<file path="config.mk">
export PLATFORM = sky130hd
export DESIGN_NAME = ask_frame_scheduler
export DESIGN_NICKNAME = d
export VERILOG_FILES = /design/src/rtl/ask_frame_scheduler.sv
export SDC_FILE = /design/constraint.sdc
export NUM_CORES = 1
export LEC_CHECK = 0
export ABC_AREA = 1
export CAP_MARGIN = 5
export CELL_PAD_IN_SITES_DETAIL_PLACEMENT = 1
export CELL_PAD_IN_SITES_GLOBAL_PLACEMENT = 1
export CORE_ASPECT_RATIO = 0.75
export CORE_MARGIN = 2
export CORE_UTILIZATION = 39
export DETAILED_ROUTE_END_ITERATION = 6
export GPL_TIMING_DRIVEN = 1
export PLACE_DENSITY = 0.77
export SLEW_MARGIN = 20
export SYNTH_ARGS = -nofsm -noshare
export SYNTH_HDL_FRONTEND = slang
export SYNTH_SLANG_ARGS = --single-unit
</file>
<file path="constraint.sdc">
create_clock -name sys_clk -period 4.6 [get_ports sys_clk]
set_input_delay 0.46 -clock sys_clk [delete_from_list [all_inputs] [get_ports sys_clk]]
set_output_delay 0.46 -clock sys_clk [all_outputs]
set_load 0.01 [all_outputs]
</file>
<file path="src/rtl/ask_frame_scheduler.sv">
// Frame sequencer for the ASK modulator: buffers payload bytes and serialises
// preamble + payload + idle gap, MSB-first, one symbol every BIT_CYCLES clocks.
module ask_frame_scheduler #(
    parameter int unsigned BIT_CYCLES = 40,
    parameter logic [7:0]  PREAMBLE   = 8'hAA,
    parameter int unsigned FIFO_DEPTH = 4,
    parameter int unsigned GAP_BITS   = 2
) (
    input  logic       sys_clk,
    input  logic       sys_rst,
    input  logic       start,
    input  logic [7:0] frame_len,
    input  logic [7:0] in_data,
    input  logic       in_valid,
    output logic       in_ready,
    output logic       data_out,
    output logic       bit_tick,
    output logic       tx_busy,
    output logic       frame_done,
    output logic       underrun
);

    localparam int unsigned CW = (BIT_CYCLES > 1) ? $clog2(BIT_CYCLES) : 1;
    localparam int unsigned AW = (FIFO_DEPTH > 1) ? $clog2(FIFO_DEPTH) : 1;
    localparam logic [CW-1:0] LAST_CYC = CW'(BIT_CYCLES - 1);
    localparam logic [3:0]    LAST_GAP = 4'(GAP_BITS - 1);

    typedef enum logic [1:0] {
        IDLE,
        PRE,
        PAY,
        GAP
    } state_t;

    state_t        state_q, state_d;
    logic [CW-1:0] cyc_q, cyc_d;
    logic [2:0]    bit_idx_q, bit_idx_d;
    logic [3:0]    gap_q, gap_d;
    logic [7:0]    rem_q, rem_d;
    logic [7:0]    shift_q, shift_d;
    logic          data_q, data_d;
    logic          tick_q, tick_d;
    logic          busy_q, busy_d;
    logic          done_q, done_d;
    logic          under_q, under_d;

    // Payload FIFO; the extra pointer MSB separates full from empty.
    logic [7:0]  mem_q [FIFO_DEPTH];
    logic [AW:0] wr_ptr_q, rd_ptr_q;
    logic        full, empty, push, pop;
    logic [7:0]  head;
    logic        sym_end;

    assign empty    = (wr_ptr_q == rd_ptr_q);
    assign full     = (wr_ptr_q[AW] != rd_ptr_q[AW]) &&
                      (wr_ptr_q[AW-1:0] == rd_ptr_q[AW-1:0]);
    assign in_ready = !full;
    assign push     = in_valid && !full;
    assign head     = mem_q[rd_ptr_q[AW-1:0]];
    assign sym_end  = (cyc_q == LAST_CYC);

    always_ff @(posedge sys_clk) begin
        if (push) begin
            mem_q[wr_ptr_q[AW-1:0]] <= in_data;
        end
    end

    always_ff @(posedge sys_clk or posedge sys_rst) begin
        if (sys_rst) begin
            wr_ptr_q <= '0;
            rd_ptr_q <= '0;
        end else begin
            if (push) begin
                wr_ptr_q <= wr_ptr_q + (AW+1)'(1);
            end
            if (pop) begin
                rd_ptr_q <= rd_ptr_q + (AW+1)'(1);
            end
        end
    end

    always_ff @(posedge sys_clk or posedge sys_rst) begin
        if (sys_rst) begin
            state_q   <= IDLE;
            cyc_q     <= '0;
            bit_idx_q <= '0;
            gap_q     <= '0;
            rem_q     <= '0;
            shift_q   <= '0;
            data_q    <= 1'b0;
            tick_q    <= 1'b0;
            busy_q    <= 1'b0;
            done_q    <= 1'b0;
            under_q   <= 1'b0;
        end else begin
            state_q   <= state_d;
            cyc_q     <= cyc_d;
            bit_idx_q <= bit_idx_d;
            gap_q     <= gap_d;
            rem_q     <= rem_d;
            shift_q   <= shift_d;
            data_q    <= data_d;
            tick_q    <= tick_d;
            busy_q    <= busy_d;
            done_q    <= done_d;
            under_q   <= under_d;
        end
    end

    // Outputs are computed one cycle ahead so every port comes straight from a flop.
    always_comb begin
        state_d   = state_q;
        cyc_d     = cyc_q;
        bit_idx_d = bit_idx_q;
        gap_d     = gap_q;
        rem_d     = rem_q;
        shift_d   = shift_q;
        data_d    = data_q;
        tick_d    = 1'b0;
        busy_d    = busy_q;
        done_d    = 1'b0;
        under_d   = 1'b0;
        pop       = 1'b0;

        case (state_q)
            IDLE: begin
                data_d = 1'b0;
                busy_d = 1'b0;
                if (start) begin
                    state_d   = PRE;
                    rem_d     = frame_len;
                    shift_d   = PREAMBLE;
                    bit_idx_d = 3'd7;
                    cyc_d     = '0;
                    data_d    = PREAMBLE[7];
                    tick_d    = 1'b1;
                    busy_d    = 1'b1;
                end
            end

            PRE, PAY: begin
                if (!sym_end) begin
                    cyc_d = cyc_q + 1'b1;
                end else begin
                    cyc_d  = '0;
                    tick_d = 1'b1;
                    if (bit_idx_q != 3'd0) begin
                        bit_idx_d = bit_idx_q - 3'd1;
                        shift_d   = {shift_q[6:0], 1'b0};
                        data_d    = shift_q[6];
                    end else if (rem_q != 8'd0 && !empty) begin
                        // Byte boundary: pop the next byte with no inter-byte gap.
                        pop       = 1'b1;
                        shift_d   = head;
                        data_d    = head[7];
                        rem_d     = rem_q - 8'd1;
                        bit_idx_d = 3'd7;
                        state_d   = PAY;
                    end else begin
                        under_d = (rem_q != 8'd0);
                        state_d = GAP;
                        gap_d   = '0;
                        data_d  = 1'b0;
                    end
                end
            end

            GAP: begin
                data_d = 1'b0;
                if (!sym_end) begin
                    cyc_d = cyc_q + 1'b1;
                end else begin
                    cyc_d = '0;
                    if (gap_q == LAST_GAP) begin
                        state_d = IDLE;
                        done_d  = 1'b1;
                        busy_d  = 1'b0;
                    end else begin
                        gap_d  = gap_q + 4'd1;
                        tick_d = 1'b1;
                    end
                end
            end

            default: begin
                state_d = IDLE;
            end
        endcase
    end

    assign data_out   = data_q;
    assign bit_tick   = tick_q;
    assign tx_busy    = busy_q;
    assign frame_done = done_q;
    assign underrun   = under_q;

endmodule

</file>
==> flow_metrics.env, run 1 <==
export IMPL_first_pass_iteration_count_of_the_detailed_router=4
export IMPL_synth_ff_type="dfrtp_1"
export IMPL_finalSetupTns_ns=0
export IMPL_critPathRequiredTime_ns=4.14
export IMPL_effective_utilization_at_floorplan_pct=40.5
export IMPL_min_path_type="reg -> reg"
export IMPL_post_cts_setup_buffers=0
export IMPL_vias=2904
export IMPL_syn_avg_cell_area_um2=8.73
export IMPL_rsz0062_at_grt="no"
export IMPL_syn2layout_area_growth_pct=19.1
export IMPL_fin_worst_hold_slack_ns=0.474
export IMPL_fmax_ghz=0.372
export IMPL_worstSetupStartpointType="flip-flop"
export IMPL_layout_min_cycle_time_ns=2.69
export IMPL_powerDensity_nw_per_um2=687
export IMPL_first_iter_violations=108
export IMPL_antenna_violating_nets_post_route=0
export IMPL_ir_worst_vdd_mv=0.236
export IMPL_placement_io_buffers=25
export IMPL_initial_antenna_violation_count=0
export IMPL_kind_of_capture_point_of_the_worst_setup_path="primary output"
export IMPL_die_w_um=117
export IMPL_result_of_the_run="finished clean"
export IMPL_synth_enable_flop_cells=32
export IMPL_gpl_final_weighted_congestion=0.797
export IMPL_worst_slew_pin_slew_ns=0.809
export IMPL_core_area_um2=9160
export IMPL_register_area_um2=1990
export IMPL_num_antenna_cells=0
export IMPL_critical_path_slowest_cell="dfrtp_1"
export IMPL_post_route_drc_violation_count=0
export IMPL_post_synth_num_cell_types=29
export IMPL_post_route_cells_drive_above_1_share_pct=8.28
export IMPL_grt_overflow_total=0
export IMPL_cts_sink_count=73
export IMPL_total_power_mw=3.04
export IMPL_synth_fp_nets=460
export IMPL_cts_hold_buffers_added=0
export IMPL_cpMostUsedCell="nand2_1"
export IMPL_globalRouteTotalUtil_pct=19.3
export IMPL_die_area_um2=10300
export IMPL_synth_cells=425
export IMPL_layout_nets=489
export IMPL_routed_wire_length_per_instance_um=15.5
export IMPL_cts_repair_resize_count=0
export IMPL_slew_limit_headroom_pct=45.8
export IMPL_criticalPathCategory="reg -> out"
export IMPL_insertion_delay_ns=0.33
export IMPL_stdcell_area_um2=4420
export IMPL_cts_inserted_buffers=9
export IMPL_hold_viol=0
export IMPL_synth_seq_cells=73
export IMPL_final_standard_cell_count_with_taps_included_and_fillers_excluded=587
export IMPL_finClkSkew_ns=0.00718
export IMPL_dp_slack_ns=1.97
export IMPL_grt_start_max_net_pins=42
export IMPL_worst_setup_hold_path_clk_slew_ns=0.05
export IMPL_finish_utilization_pct=48.2
export IMPL_seq_area_frac_synth_pct=53.6
export IMPL_leakage_nw=2.04
export IMPL_final_fill_count=1093
export IMPL_post_drt_via_cell_ratio=4.95
export IMPL_async_reset_ff_share_pct=56.2
export IMPL_numPlacedInstances=571
export IMPL_arrival_ns=2.23
export IMPL_post_route_period_util_pct=58.4
export IMPL_totalWireLength_um=9120
export IMPL_multiInputGateArea_um2=1500
export IMPL_maxCapViolCount=0
export IMPL_number_of_buffers_between_clock_root_and_the_deepest_sink=2
export IMPL_grt_pass1_wl_um=15000
export IMPL_crit_path_max_fanout=20
export IMPL_clock_tree_htree_level_count=3
export IMPL_placement_cell_area_um2=4080
export IMPL_crit_chain="inv_4, nand2_1, nand2_1, nand4_1, clkdlybuf4s50_1"
export IMPL_cts_tree="done"
export IMPL_setup_violations=0
export IMPL_grt_pass1_vias=3015
export IMPL_timing_final_max_slew_violations=0
export IMPL_rows=30
export IMPL_critical_path_max_stage_delay_ns=0.81
export IMPL_fin_ws_ns=1.91
export IMPL_die_height_um=88.5
export IMPL_timing_reg2reg_setup_slack_ns=1.98
export IMPL_mappedNetlistArea_um2=3710
export IMPL_clk_root_buffer_cell="clkbuf_16"
export IMPL_hpwl_um=6630
export IMPL_io_pins=26
export IMPL_synth_warning_count=0
## power breakdown
group,switching (mW),internal [mW]
sequential,0.105,0.873
clock,0.264,0.527
combinational,0.880,0.387
## routing by layer
metal	wire [um]	GRT usage (%)
met1	4380	25.6
met2	4430	31.8
met3	223	4.93
met4	84	5.35
met5	0	0
## worst paths after layout
check	startpoint	to	cells after the start
setup / recovery	rd_ptr_q[0]$_DFFE_PP0P_	in_ready	5
min in group asynchronous	sys_rst	rem_q[3]$_DFFE_PP0P_	3
hold reg to reg	rem_q[5]$_DFFE_PP0P_	rem_q[5]$_DFFE_PP0P_	2
hold / removal	rem_q[5]$_DFFE_PP0P_	rem_q[5]$_DFFE_PP0P_	2
setup reg to reg	state_q[0]$_DFFE_PP0P_	shift_q[2]$_DFFE_PP0P_	8
max in group asynchronous	sys_rst	frame_done$_DFF_PP0_	3
## Yosys cell counts (3+ instances only)
library cell  instances  share of area [%]
nor2_2                3               0.51
nand3_2               3               0.81
nor2_4                3               0.91
dfrtp_1              41                 28
o21ai_0              25                3.4
inv_1                44                4.5
buf_2                 3               0.40
nand2_2               5               0.84
a21oi_1              12                1.6
nor2_1               36                3.6
or2_2                 4               0.67
nand2_1             126                 13
xor2_1                9                2.1
buf_4                 3               0.61
nand3_1              44                5.9
edfxtp_1             32                 26
ha_1                 15                5.1
## cell usage in the layout, fill, tap and decap left out, types with 3 or more instances in the layout
master / synthesis / layout
nand2_1: 126 / 126
inv_1: 44 / 44
nand3_1: 44 / 44
dfrtp_1: 41 / 41
nor2_1: 36 / 36
edfxtp_1: 32 / 32
o21ai_0: 25 / 25
clkdlybuf4s50_1: 0 / 25
ha_1: 15 / 15
a21oi_1: 12 / 12
xor2_1: 9 / 9
clkbuf_16: 0 / 9
nand2_2: 5 / 5
or2_2: 4 / 4
nand3_2: 3 / 3
nor2_4: 3 / 3
nor2_2: 3 / 3
bufinv_16: 0 / 3
## area by class of cell
| type | count | share of cell area, % |
|---|---|---|
| sequential | 73 | 45.0 |
| multi-input combinational | 297 | 33.9 |
| timing repair buffer | 26 | 5.83 |
| clock buffer | 10 | 5.18 |
| inverter | 47 | 4.05 |
| tap | 128 | 3.63 |
| clock inverter | 6 | 2.41 |
## worst max-delay path, delay by kind of cell (launching register included)
family / cells / cell delay (ns)
simple gates: 3 / 0.31
flops: 1 / 0.81
buf+inv: 2 / 0.77
## kinds of logic (layout without fill, tap and decap cells)
family | count (synthesis) | in the layout | synth area share (%)
simple gates | 231 | 231 | 27.4
compound gates | 42 | 42 | 5.87
buf+inv | 55 | 89 | 6.04
flops | 73 | 73 | 53.6
fa+ha+maj | 15 | 15 | 5.06
xor+xnor | 9 | 9 | 2.12
## state kept, by name (all words and copies together), names as in the netlist, 2 cells and up
register   flops
rem_q          8
rd_ptr_q       3
gap_q          4
cyc_q          6
mem_q         32
wr_ptr_q       3
bit_idx_q      3
shift_q        7
state_q        2
Note: power is estimated with default switching activity, not from simulation.
==> run 2, diff against run 1 <==
Settings changed: PLACE_DENSITY 0.77 to 0.8.
Clock period 4.6 ns to 2.4 ns, I/O delays scaled along.
==> flow_metrics.env, run 2 (synthesis gave the netlist of run 1 again) <==
export IMPL_layout_nets=497
export IMPL_critical_path_slowest_cell="dfrtp_1"
export IMPL_hpwl_um=6540
export IMPL_clock_tree_htree_level_count=3
export IMPL_timing_rr_end="rd_ptr_q[0]$_DFFE_PP0P_"
export IMPL_clk_root_buffer_cell="clkbuf_16"
export IMPL_effective_utilization_at_floorplan_pct=40.5
export IMPL_powerDensity_nw_per_um2=1270
export IMPL_most_frequent_cells_in_the_layout="126 x nand2_1, 44 x inv_1, 44 x nand3_1, 41 x dfrtp_1, 36 x nor2_1"
export IMPL_seq_power_share_pct=33.1
export IMPL_power_net_switching_mw=2.37
export IMPL_p_int_mw=3.26
export IMPL_die_area_um2=10300
export IMPL_cts_hold_buffers_added=0
export IMPL_maxCapViolCount=0
export IMPL_criticalPathCategory="reg -> out"
export IMPL_mostFrequentLayoutCell="nand2_1"
export IMPL_insertion_delay_ns=0.33
export IMPL_stdcell_area_um2=4430
export IMPL_fmax_ghz=0.447
export IMPL_post_route_cells_drive_above_1_share_pct=9.85
export IMPL_worstSetupStartpointType="flip-flop"
export IMPL_r2r_cells=9
export IMPL_fin_worst_hold_slack_ns=0.339
export IMPL_die_w_um=117
export IMPL_post_route_drc_violation_count=0
export IMPL_kind_of_capture_point_of_the_worst_setup_path="primary output"
export IMPL_first_pass_iteration_count_of_the_detailed_router=4
export IMPL_post_route_period_util_pct=93.1
export IMPL_first_iter_violations=127
export IMPL_placement_io_buffers=25
export IMPL_syn2layout_area_growth_pct=19.4
export IMPL_cpMostUsedCell="nand2_1"
export IMPL_largest_reg_flops=32
export IMPL_num_antenna_cells=0
export IMPL_placement_cell_area_um2=4140
export IMPL_worst_setup_hold_path_clk_slew_ns=0.06
export IMPL_gpl_final_weighted_congestion=0.824
export IMPL_grt_overflow_total=0
export IMPL_hold_viol=0
export IMPL_finClkSkew_ns=0.00743
export IMPL_vias=2953
export IMPL_critical_path_max_stage_delay_ns=0.58
export IMPL_routed_wire_length_per_instance_um=15.5
export IMPL_finish_utilization_pct=48.4
export IMPL_setup_violations=0
export IMPL_post_drt_via_cell_ratio=4.96
export IMPL_number_of_buffers_between_clock_root_and_the_deepest_sink=2
export IMPL_grt_pass1_wl_um=15400
export IMPL_timing_reg2reg_setup_slack_ns=0.34
export IMPL_p_sw_share_pct=42.2
export IMPL_cts_inserted_buffers=9
export IMPL_cts_sink_count=73
export IMPL_die_height_um=88.5
export IMPL_crit_chain="inv_4, nand2_1, nand2_1, nand4_1, clkdlybuf4s50_1"
export IMPL_critPathLaunch="rd_ptr_q[0]$_DFFE_PP0P_"
export IMPL_grt_start_max_net_pins=42
export IMPL_rsz0062_at_grt="no"
export IMPL_cts_repair_resize_count=0
export IMPL_finalSetupTns_ns=0
export IMPL_cts_tree="done"
export IMPL_total_power_mw=5.63
export IMPL_min_path_type="in -> async"
export IMPL_layout_min_cycle_time_ns=2.23
export IMPL_grt_pass1_vias=3136
export IMPL_result_of_the_run="finished clean"
export IMPL_io_pins=26
export IMPL_timing_rr_start="state_q[0]$_DFFE_PP0P_"
export IMPL_p_clk_share_pct=22.8
export IMPL_cp_endpoint="in_ready"
export IMPL_arrival_ns=1.99
export IMPL_core_area_um2=9160
export IMPL_crit_path_max_fanout=17
export IMPL_slew_limit_headroom_pct=63.7
export IMPL_power_frac_comb_pct=44.1
export IMPL_worst_slew_pin_slew_ns=0.544
export IMPL_timing_final_max_slew_violations=0
export IMPL_ir_worst_vdd_mv=0.581
export IMPL_initial_antenna_violation_count=0
export IMPL_totalWireLength_um=9240
export IMPL_rows=30
export IMPL_post_cts_setup_buffers=0
export IMPL_antenna_violating_nets_post_route=0
export IMPL_critPathRequiredTime_ns=2.16
export IMPL_leakage_nw=2.06
export IMPL_globalRouteTotalUtil_pct=19.8
==> run 2: cell types whose count changed in the layout (fill, tap and decap cells not counted) <==
cell	previous run	this run
clkinv_1	1	0
buf_4	1	9
bufinv_16	3	0
clkbuf_1	1	2
clkbuf_8	0	3
==> run 2: layout make-up <==
cell class,instances,area (um2)
clock inverter,2,12.5
timing repair buffer,34,318
multi-input combinational,297,1500
tap,128,160
inverter,47,179
clock buffer,14,274
fill,1100,4730
sequential,73,1990
==> run 2: power by group through the flow <==
| stage | Sequential (mW) | Clock, mW | Combinational, mW |
|---|---|---|---|
| 5_1_grt | 1.90 | 1.36 | 2.82 |
| 3_5_place_dp | 1.88 | 0 | 2.47 |
| 4_1_cts | 1.87 | 1.31 | 2.50 |
| 6_report | 1.86 | 1.28 | 2.49 |
| 3_3_place_gp | 1.87 | 0 | 2.32 |
| 2_1_floorplan | 1.84 | 0 | 1.80 |
==> run 2: per-stage QoR <==
stage / worst slack (ns) / instances
after floorplan: 0.693 / 425
after global placement: 0.463 / 579
after detailed placement: 0.369 / 579
after CTS: 0.143 / 595
after global routing: 0.0658 / 595
final: 0.165 / 595
==> run 2: worst min path at each step <==
| stage | end | slack, ns | cells past startpoint |
|---|---|---|---|
| final | wr_ptr_q[1]$_DFFE_PP0P_ | 0.34 | 3 |
| after global routing | wr_ptr_q[0]$_DFFE_PP0P_ | 0.45 | 3 |
| after detailed placement | rem_q[1]$_DFFE_PP0P_ | 0.47 | 2 |
| after global placement | shift_q[5]$_DFFE_PP0P_ | 0.46 | 2 |
| after CTS | wr_ptr_q[0]$_DFFE_PP0P_ | 0.36 | 3 |
| after floorplan | mem_q[0][0]$_DFFE_PP_ | 0.34 | 0 |
==> run 2: worst max-delay path, delay by kind of cell, from the launching register on <==
family | cells | cell delay [ns]
buffers and inverters | 2 | 0.74
DFF | 1 | 0.58
and+or+nand+nor | 3 | 0.34
==> run 2: metal layers <==
metal | track usage, % | part of all wire (%) | up-vias
li1 | - | - | 1451
met1 | 24.8 | 46 | 1457
met2 | 33.7 | 50 | 41
met3 | 5.07 | 2.9 | 4
met4 | 6.63 | 0.65 | 0
met5 | 0 | 0 | -
==> run 3, diff against run 2 <==
Settings changed: CAP_MARGIN 5 to 0.
==> results of run 3 <==
Final layout, timing and power as in run 2 (identical DEF).
